`config.mk`:
```
export PLATFORM = sky130hd
export DESIGN_NAME = vga_pixel_pipe
export DESIGN_NICKNAME = d
export VERILOG_FILES = /design/src/rtl/vga_pkg.sv /design/src/rtl/pipe_delay.sv /design/src/rtl/vga_pixel_pipe.sv
export SDC_FILE = /design/constraint.sdc
export NUM_CORES = 1
export LEC_CHECK = 0
export CAP_MARGIN = 0
export CORE_ASPECT_RATIO = 1.4
export CORE_MARGIN = 3
export CORE_UTILIZATION = 42
export CTS_CLUSTER_SIZE = 10
export DETAILED_ROUTE_END_ITERATION = 10
export MAX_ROUTING_LAYER = met4
export PLACE_DENSITY = 0.87
export SLEW_MARGIN = 40
export SYNTH_ARGS = -nofsm -noshare
export SYNTH_HDL_FRONTEND = slang
export SYNTH_SLANG_ARGS = --single-unit
export TNS_END_PERCENT = 1
```
`constraint.sdc`:
```
create_clock -name clk -period 1.45 [get_ports clk]
set_clock_uncertainty 0.15 [all_clocks]
set_input_delay 0.29 -clock clk [delete_from_list [all_inputs] [get_ports clk]]
set_output_delay 0.29 -clock clk [all_outputs]
set_load 0.005 [all_outputs]
```
`src/rtl/vga_pkg.sv`:
```
// -----------------------------------------------------------------------------
// vga_pkg
// Shared definitions for the VGA pixel path: default RGB widths used by the
// sync generator and the sprite path, the channel slot layout of both the
// memory word and the output colour ({R,G,B}, R in the highest slot), and a
// helper that maps a logical sync assertion onto the pin level.
// -----------------------------------------------------------------------------
package vga_pkg;

    localparam int VGA_COLOR_BITS     = 3;
    localparam int VGA_MEM_CH_BITS    = 4;
    localparam int VGA_RGB_WIDTH      = 3 * VGA_COLOR_BITS;
    localparam int VGA_MEM_WORD_WIDTH = 3 * VGA_MEM_CH_BITS;

    // Channel slot index; bit offset of a channel = slot * channel width.
    localparam int CH_R = 2;
    localparam int CH_G = 1;
    localparam int CH_B = 0;

    // Pin level for a logical sync state (asserted=1 means "in sync pulse").
    function automatic logic sync_level(input bit active_low, input logic asserted);
        return asserted ^ active_low;
    endfunction

endpackage

```
`src/rtl/pipe_delay.sv`:
```
// -----------------------------------------------------------------------------
// pipe_delay
// Fixed-depth shift register with every stage cleared to RESET_VAL by the
// asynchronous active-low reset.
//   clk    in   clock
//   reset  in   asynchronous, active-low reset
//   d      in   WIDTH  data entering the line
//   q      out  WIDTH  data delayed by DEPTH cycles
// -----------------------------------------------------------------------------
module pipe_delay #(
    parameter int               WIDTH     = 1,
    parameter int               DEPTH     = 1,
    parameter logic [WIDTH-1:0] RESET_VAL = '0
) (
    input  logic             clk,
    input  logic             reset,
    input  logic [WIDTH-1:0] d,
    output logic [WIDTH-1:0] q
);

    logic [WIDTH-1:0] stage_q [DEPTH];
    logic [WIDTH-1:0] stage_d [DEPTH];

    always_comb begin
        stage_d[0] = d;
        for (int i = 1; i < DEPTH; i++) begin
            stage_d[i] = stage_q[i-1];
        end
    end

    always_ff @(posedge clk or negedge reset) begin
        if (!reset) begin
            for (int i = 0; i < DEPTH; i++) begin
                stage_q[i] <= RESET_VAL;
            end
        end else begin
            for (int i = 0; i < DEPTH; i++) begin
                stage_q[i] <= stage_d[i];
            end
        end
    end

    assign q = stage_q[DEPTH-1];

endmodule

```
`src/rtl/vga_pixel_pipe.sv`:
```
// -----------------------------------------------------------------------------
// vga_pixel_pipe
// Pixel output stage between sync generator, sprite-address generator and
// sprite memory. Registers the memory request, delays active/hit/hsync/vsync
// to meet the returning memory data, then picks texel, background or blank
// and registers the VGA pins. Input-to-pin latency is L = MEM_LATENCY + 2 for
// colour and syncs alike.
//
// Optional feature macro: VGA_PIXEL_TRANSPARENCY_EN
//   defined   : a hit whose mem_data equals key_colour shows the background
//   undefined : key_colour is ignored
//
// Ports
//   clk, reset               clock, asynchronous active-low reset
//   video_enable             active-area flag
//   hsync_in, vsync_in       raw syncs (already at pin polarity)
//   ready, element, address  sprite hit / sprite index / texel address
//   bg_we, bg_colour         background shadow write {R,G,B}
//   key_colour               transparency key (memory word format)
//   mem_rd_en, mem_element,
//   mem_address              registered memory request
//   mem_data                 read data, valid MEM_LATENCY cycles after mem_rd_en
//   VGA_R/G/B, hsync, vsync  registered outputs
//
// Handshake: there is none. One pixel enters per clk and the pipe never
// stalls; mem_data is trusted to be valid exactly MEM_LATENCY cycles after
// the cycle in which mem_rd_en is high.
// -----------------------------------------------------------------------------
module vga_pixel_pipe
    import vga_pkg::*;
#(
    parameter int                      COLOR_BITS      = VGA_COLOR_BITS,
    parameter int                      MEM_CH_BITS     = VGA_MEM_CH_BITS,
    parameter int                      ADDR_WIDTH      = 10,
    parameter int                      ELEM_WIDTH      = 4,
    parameter int                      MEM_LATENCY     = 1,
    parameter bit                      SYNC_ACTIVE_LOW = 1'b1,
    parameter logic [3*COLOR_BITS-1:0] BG_RESET        = '1
) (
    input  logic                     clk,
    input  logic                     reset,
    input  logic                     video_enable,
    input  logic                     hsync_in,
    input  logic                     vsync_in,
    input  logic                     ready,
    input  logic [ELEM_WIDTH-1:0]    element,
    input  logic [ADDR_WIDTH-1:0]    address,
    input  logic                     bg_we,
    input  logic [3*COLOR_BITS-1:0]  bg_colour,
    input  logic [3*MEM_CH_BITS-1:0] key_colour,
    output logic                     mem_rd_en,
    output logic [ELEM_WIDTH-1:0]    mem_element,
    output logic [ADDR_WIDTH-1:0]    mem_address,
    input  logic [3*MEM_CH_BITS-1:0] mem_data,
    output logic [COLOR_BITS-1:0]    VGA_R,
    output logic [COLOR_BITS-1:0]    VGA_G,
    output logic [COLOR_BITS-1:0]    VGA_B,
    output logic                     hsync,
    output logic                     vsync
);

    localparam int   RGB_W       = 3 * COLOR_BITS;
    // The output register supplies the last of the L stages.
    localparam int   DLY_DEPTH   = MEM_LATENCY + 1;
    localparam int   TRUNC_LSB   = MEM_CH_BITS - COLOR_BITS;
    localparam logic SYNC_IDLE   = sync_level(SYNC_ACTIVE_LOW, 1'b0);
    localparam logic SYNC_ASSERT = sync_level(SYNC_ACTIVE_LOW, 1'b1);

    // ---------------- stage 0: memory request ----------------
    logic                  mem_rd_en_q, mem_rd_en_d;
    logic [ELEM_WIDTH-1:0] mem_element_q, mem_element_d;
    logic [ADDR_WIDTH-1:0] mem_address_q, mem_address_d;

    always_comb begin
        mem_rd_en_d   = video_enable & ready;
        mem_element_d = mem_element_q;
        mem_address_d = mem_address_q;
        if (mem_rd_en_d) begin
            mem_element_d = element;
            mem_address_d = address;
        end
    end

    // ---------------- control delay line ----------------
    logic [3:0] dly_q;
    logic       active_dly, hit_dly, hsync_dly, vsync_dly;

    pipe_delay #(
        .WIDTH     (4),
        .DEPTH     (DLY_DEPTH),
        .RESET_VAL ({1'b0, 1'b0, SYNC_IDLE, SYNC_IDLE})
    ) u_ctrl_dly (
        .clk   (clk),
        .reset (reset),
        .d     ({video_enable, ready, hsync_in, vsync_in}),
        .q     (dly_q)
    );

    assign {active_dly, hit_dly, hsync_dly, vsync_dly} = dly_q;

    // ---------------- background shadow / active ----------------
    logic             vsync_prev_q, vsync_prev_d;
    logic [RGB_W-1:0] bg_shadow_q, bg_shadow_d;
    logic [RGB_W-1:0] bg_active_q, bg_active_d;
    logic             frame_start;

    always_comb begin
        vsync_prev_d = vsync_in;
        // Frame boundary: raw vsync moving into its asserted level.
        frame_start  = (vsync_in == SYNC_ASSERT) && (vsync_prev_q != SYNC_ASSERT);
        bg_shadow_d  = bg_we ? bg_colour : bg_shadow_q;
        // The old shadow transfers even if bg_we fires in the boundary cycle.
        bg_active_d  = frame_start ? bg_shadow_q : bg_active_q;
    end

    // ---------------- output stage ----------------
    logic [RGB_W-1:0] texel;
    logic             transparent;
    logic [RGB_W-1:0] rgb_q, rgb_d;
    logic             hsync_q, hsync_d;
    logic             vsync_q, vsync_d;

    // Keep the top COLOR_BITS of each memory channel (plain truncation).
    always_comb begin
        texel = '0;
        texel[CH_R*COLOR_BITS +: COLOR_BITS] = mem_data[CH_R*MEM_CH_BITS + TRUNC_LSB +: COLOR_BITS];
        texel[CH_G*COLOR_BITS +: COLOR_BITS] = mem_data[CH_G*MEM_CH_BITS + TRUNC_LSB +: COLOR_BITS];
        texel[CH_B*COLOR_BITS +: COLOR_BITS] = mem_data[CH_B*MEM_CH_BITS + TRUNC_LSB +: COLOR_BITS];
    end

`ifdef VGA_PIXEL_TRANSPARENCY_EN
    assign transparent = (mem_data == key_colour);
`else
    logic key_colour_unused;
    assign key_colour_unused = ^key_colour;
    assign transparent       = 1'b0;
`endif

    always_comb begin
        rgb_d   = '0;
        hsync_d = hsync_dly;
        vsync_d = vsync_dly;
        if (active_dly) begin
            if (hit_dly && !transparent) begin
                rgb_d = texel;
            end else begin
                rgb_d = bg_active_q;
            end
        end
    end

    // ---------------- registers ----------------
    always_ff @(posedge clk or negedge reset) begin
        if (!reset) begin
            mem_rd_en_q   <= 1'b0;
            mem_element_q <= '0;
            mem_address_q <= '0;
            vsync_prev_q  <= SYNC_IDLE;
            bg_shadow_q   <= BG_RESET;
            bg_active_q   <= BG_RESET;
            rgb_q         <= '0;
            hsync_q       <= SYNC_IDLE;
            vsync_q       <= SYNC_IDLE;
        end else begin
            mem_rd_en_q   <= mem_rd_en_d;
            mem_element_q <= mem_element_d;
            mem_address_q <= mem_address_d;
            vsync_prev_q  <= vsync_prev_d;
            bg_shadow_q   <= bg_shadow_d;
            bg_active_q   <= bg_active_d;
            rgb_q         <= rgb_d;
            hsync_q       <= hsync_d;
            vsync_q       <= vsync_d;
        end
    end

    assign mem_rd_en   = mem_rd_en_q;
    assign mem_element = mem_element_q;
    assign mem_address = mem_address_q;
    assign VGA_R       = rgb_q[CH_R*COLOR_BITS +: COLOR_BITS];
    assign VGA_G       = rgb_q[CH_G*COLOR_BITS +: COLOR_BITS];
    assign VGA_B       = rgb_q[CH_B*COLOR_BITS +: COLOR_BITS];
    assign hsync       = hsync_q;
    assign vsync       = vsync_q;

endmodule

```
==> flow_summary.yaml <==
detailed_routing:
  drt-initial-drc-count: 14
  via_per_inst: 4.51
  drcViolationCount: 0
  totalWireLength_mm: 3.50
  via_count: 1106
  antenna_left: 0
  routedWlPerCell_um: 14.3
  firstDrtPassIters: 3
finish:
  antenna_cells: 0
  fin_area_mm2: 0.00275
  nets: 238
  drive_gt1_share_pct: 40.0
  post-route-util_pct: 63.9
  layout.cells.non_filler: 245
  areaGrowthSynthToFinish_pct: 43.1
synth:
  netlist_instances: 109
  synthTopCellsByArea: "dfrtp_1 36%, dfstp_2 33%, mux2_2 13%"
  yosys-top-cells-count: "28 x dfrtp_1, 24 x dfstp_2, 23 x mux2_2"
  synth_cell_types: 11
  ys_seq_area_share_pct: 69.2
  synth_flop_cell: "dfrtp_1"
  syn_area_mm2: 0.00192
  synth_nets: 163
  ys_ff_latch: 52
  post-synth-top-area-cell: "dfrtp_1"
  synth_top_area_share_pct: 36.4
  synth.avg_cell_area_um2: 17.6
  synth_warnings: 0
  synth_edf_count: 0
  synth.most_common_cell: "dfrtp_1"
  async_flop_share_pct: 100
min_path:
  hp-start: "u_ctrl_dly.q[0]"
  hold_depth: 0
  whs_endpoint: "vsync"
  hp-class: "reg2reg"
pwr:
  sequentialPowerShare_pct: 57.9
  p_total_mw: 3.04
  internal_power_mw: 2.38
  peakVddDrop_mv: 0.723
  power_density_mw_per_mm2: 1100
  p_clk_share_pct: 24.8
  pwr-share-comb_pct: 17.2
  p_sw_share_pct: 21.8
  p_leak_nw: 1.25
  p_sw_uw: 664
worst_setup_path:
  end_kind: "flop"
  slowest_delay_ns: 0.54
  cp.depth: 3
  rrSetupSlack_ns: 0.05
  cp.buffers_inverters: 1
  crit_type: "reg2reg"
  r2r-start: "u_ctrl_dly.stage_d[0]"
  r2r_end: "bg_active_q[1]"
  reg2reg_depth: 3
  crit_family: "flip-flops"
  critPathArrivalTime_ns: 1.47
  crit_required_ns: 1.52
  path_cells: "nor2b_4 > buf_4 > mux2_2"
  slowest_stage: "dfstp_2"
  worstPathMaxFanout: 4
  worst_setup_path_start_kind: "flop"
placed_design:
  dp_hpwl_mm: 2.62
  gp_congestion: 0.717
  dp.cells: 235
  dp_slack_ns: -0.184
  placed_cell_area_mm2: 0.00268
  place.port_buffers: 64
floorplan:
  core_mm2: 0.00431
  dieArea_mm2: 0.00544
  ios: 80
  rows: 28
  die_w_um: 63.2
  die_h_um: 86.1
  initial_core_util_pct: 44.6
global_routing:
  grt_start_max_net_pins: 53
  gr-total-overflow: 0
  grt_pass1_vias: 1331
  antenna_found_initial: 0
  grt_pass1_wl_mm: 6.08
  grt_use_total_pct: 14.5
job:
  maxCapViolations: 0
clock_tree:
  postCtsSetupBuffers: 0
  clock-sinks: 52
  cts_tree: "built"
  clockBufferDepth: 2
  path_clk_slew_ns: 0.09
  worstSkewPairLatency_ns: 0.29
  cts_made_buffers: 5
  cts-root-buf: "clkbuf_8"
  h-tree-depth: 2
timing:
  drv_slew: 0
  fin_crit_sh_pct: 96.9
  fmax_mhz: 712
  fin_ws_ns: 0.0454
  worst_slew_pin_slew_ns: 0.265
  slew_headroom_pct: 82.3
  min_period_ns: 1.40
  rsz0062_at_grt: "false"
  hold_violations: 0
  setup_viol: 0
run_status:
  outcome: "finished clean"
-- sequential cells by signal, indices dropped and copies added, names as in the netlist --
name,flops
mem_address,10
rgb_q,9
bg_active_q,9
bg_shadow_q,9
mem_element,4
mem_rd_en,1
u_ctrl_dly.q,4
vsync,1
hsync,1
u_ctrl_dly.stage_d,4
-- metrics by stage --
stage | TNS (ns) | hold slack (ns)
after floorplan | 0 | -0.156
after global placement | -3.55 | 0.143
after detailed placement | -4.26 | 0.149
after CTS | 0 | 0.211
after global routing | 0 | 0.218
final | 0 | 0.201
-- final cells by class --
cell class,instances,area (um^2)
multi-input cells,52,561
flip-flops and latches,52,1330
clock inverters,1,5.00
clock buffers,7,76.3
fillers,321,1560
inverters,1,3.75
repair buffers,72,701
well taps,60,75.1
-- how the worst max path moves through the flow --
| stage | start | slack [ns] | end |
|---|---|---|---|
| after floorplan | u_ctrl_dly.stage_d[0] | 0.11 | bg_active_q[0] |
| after global placement | vsync_in | -0.15 | bg_active_q[2] |
| after detailed placement | vsync_in | -0.18 | bg_active_q[0] |
| after CTS | u_ctrl_dly.stage_d[0] | 0.01 | bg_active_q[0] |
| after global routing | mem_address[0] | 0.0002 | mem_address[0] |
| final | u_ctrl_dly.stage_d[0] | 0.05 | bg_active_q[1] |
-- cell families (layout without fill, tap and decap cells) --
kind of cell	Yosys count	in the layout	share of synthesized area, %
AND/OR/NAND/NOR	11	11	3.58
flip-flops	52	52	69.2
buffers and inverters	5	81	2.02
multiplexers	41	41	25.2
-- routing by layer --
layer / global-route usage, % / vias to the layer above / share of wire, %
met1: 17.0 / 536 / 39
met3: 5.24 / 2 / 8.8
li1: - / 515 / -
met5: - / - / 0
met4: 2.36 / 0 / 0.46
met2: 24.3 / 53 / 51
-- placed cells by master, fill, tap and decap left out, types with 2 or more instances in the layout --
cell,netlist,routed
buf_2,1,3
dfrtp_1,28,28
nor2b_1,10,9
mux2_4,9,9
buf_12,0,3
mux2_2,23,23
clkbuf_8,0,5
dlygate4sd2_1,0,23
mux2i_1,9,9
dfstp_2,24,24
clkbuf_1,0,2
buf_4,1,3
clkdlybuf4s50_1,0,37
-- repair_timing --
item,4_1_cts,5_1_grt
hold buffers,1,0
endpoints found under the setup margin,26,10
resized for setup,32,6
pin swaps,0,0
endpoints found under the hold margin,28,0
cloned,0,1
-- power groups by stage --
stage               registers (mW)  clock network [mW]  logic (mW)
floorplan                     1.78                   0       0.222
global placement              1.78                   0       0.566
detailed placement            1.79                   0       0.584
CTS                           1.76               0.796       0.527
global route                  1.79               0.878       0.570
finish                        1.76               0.755       0.524
(Power assumes the default switching activity.)
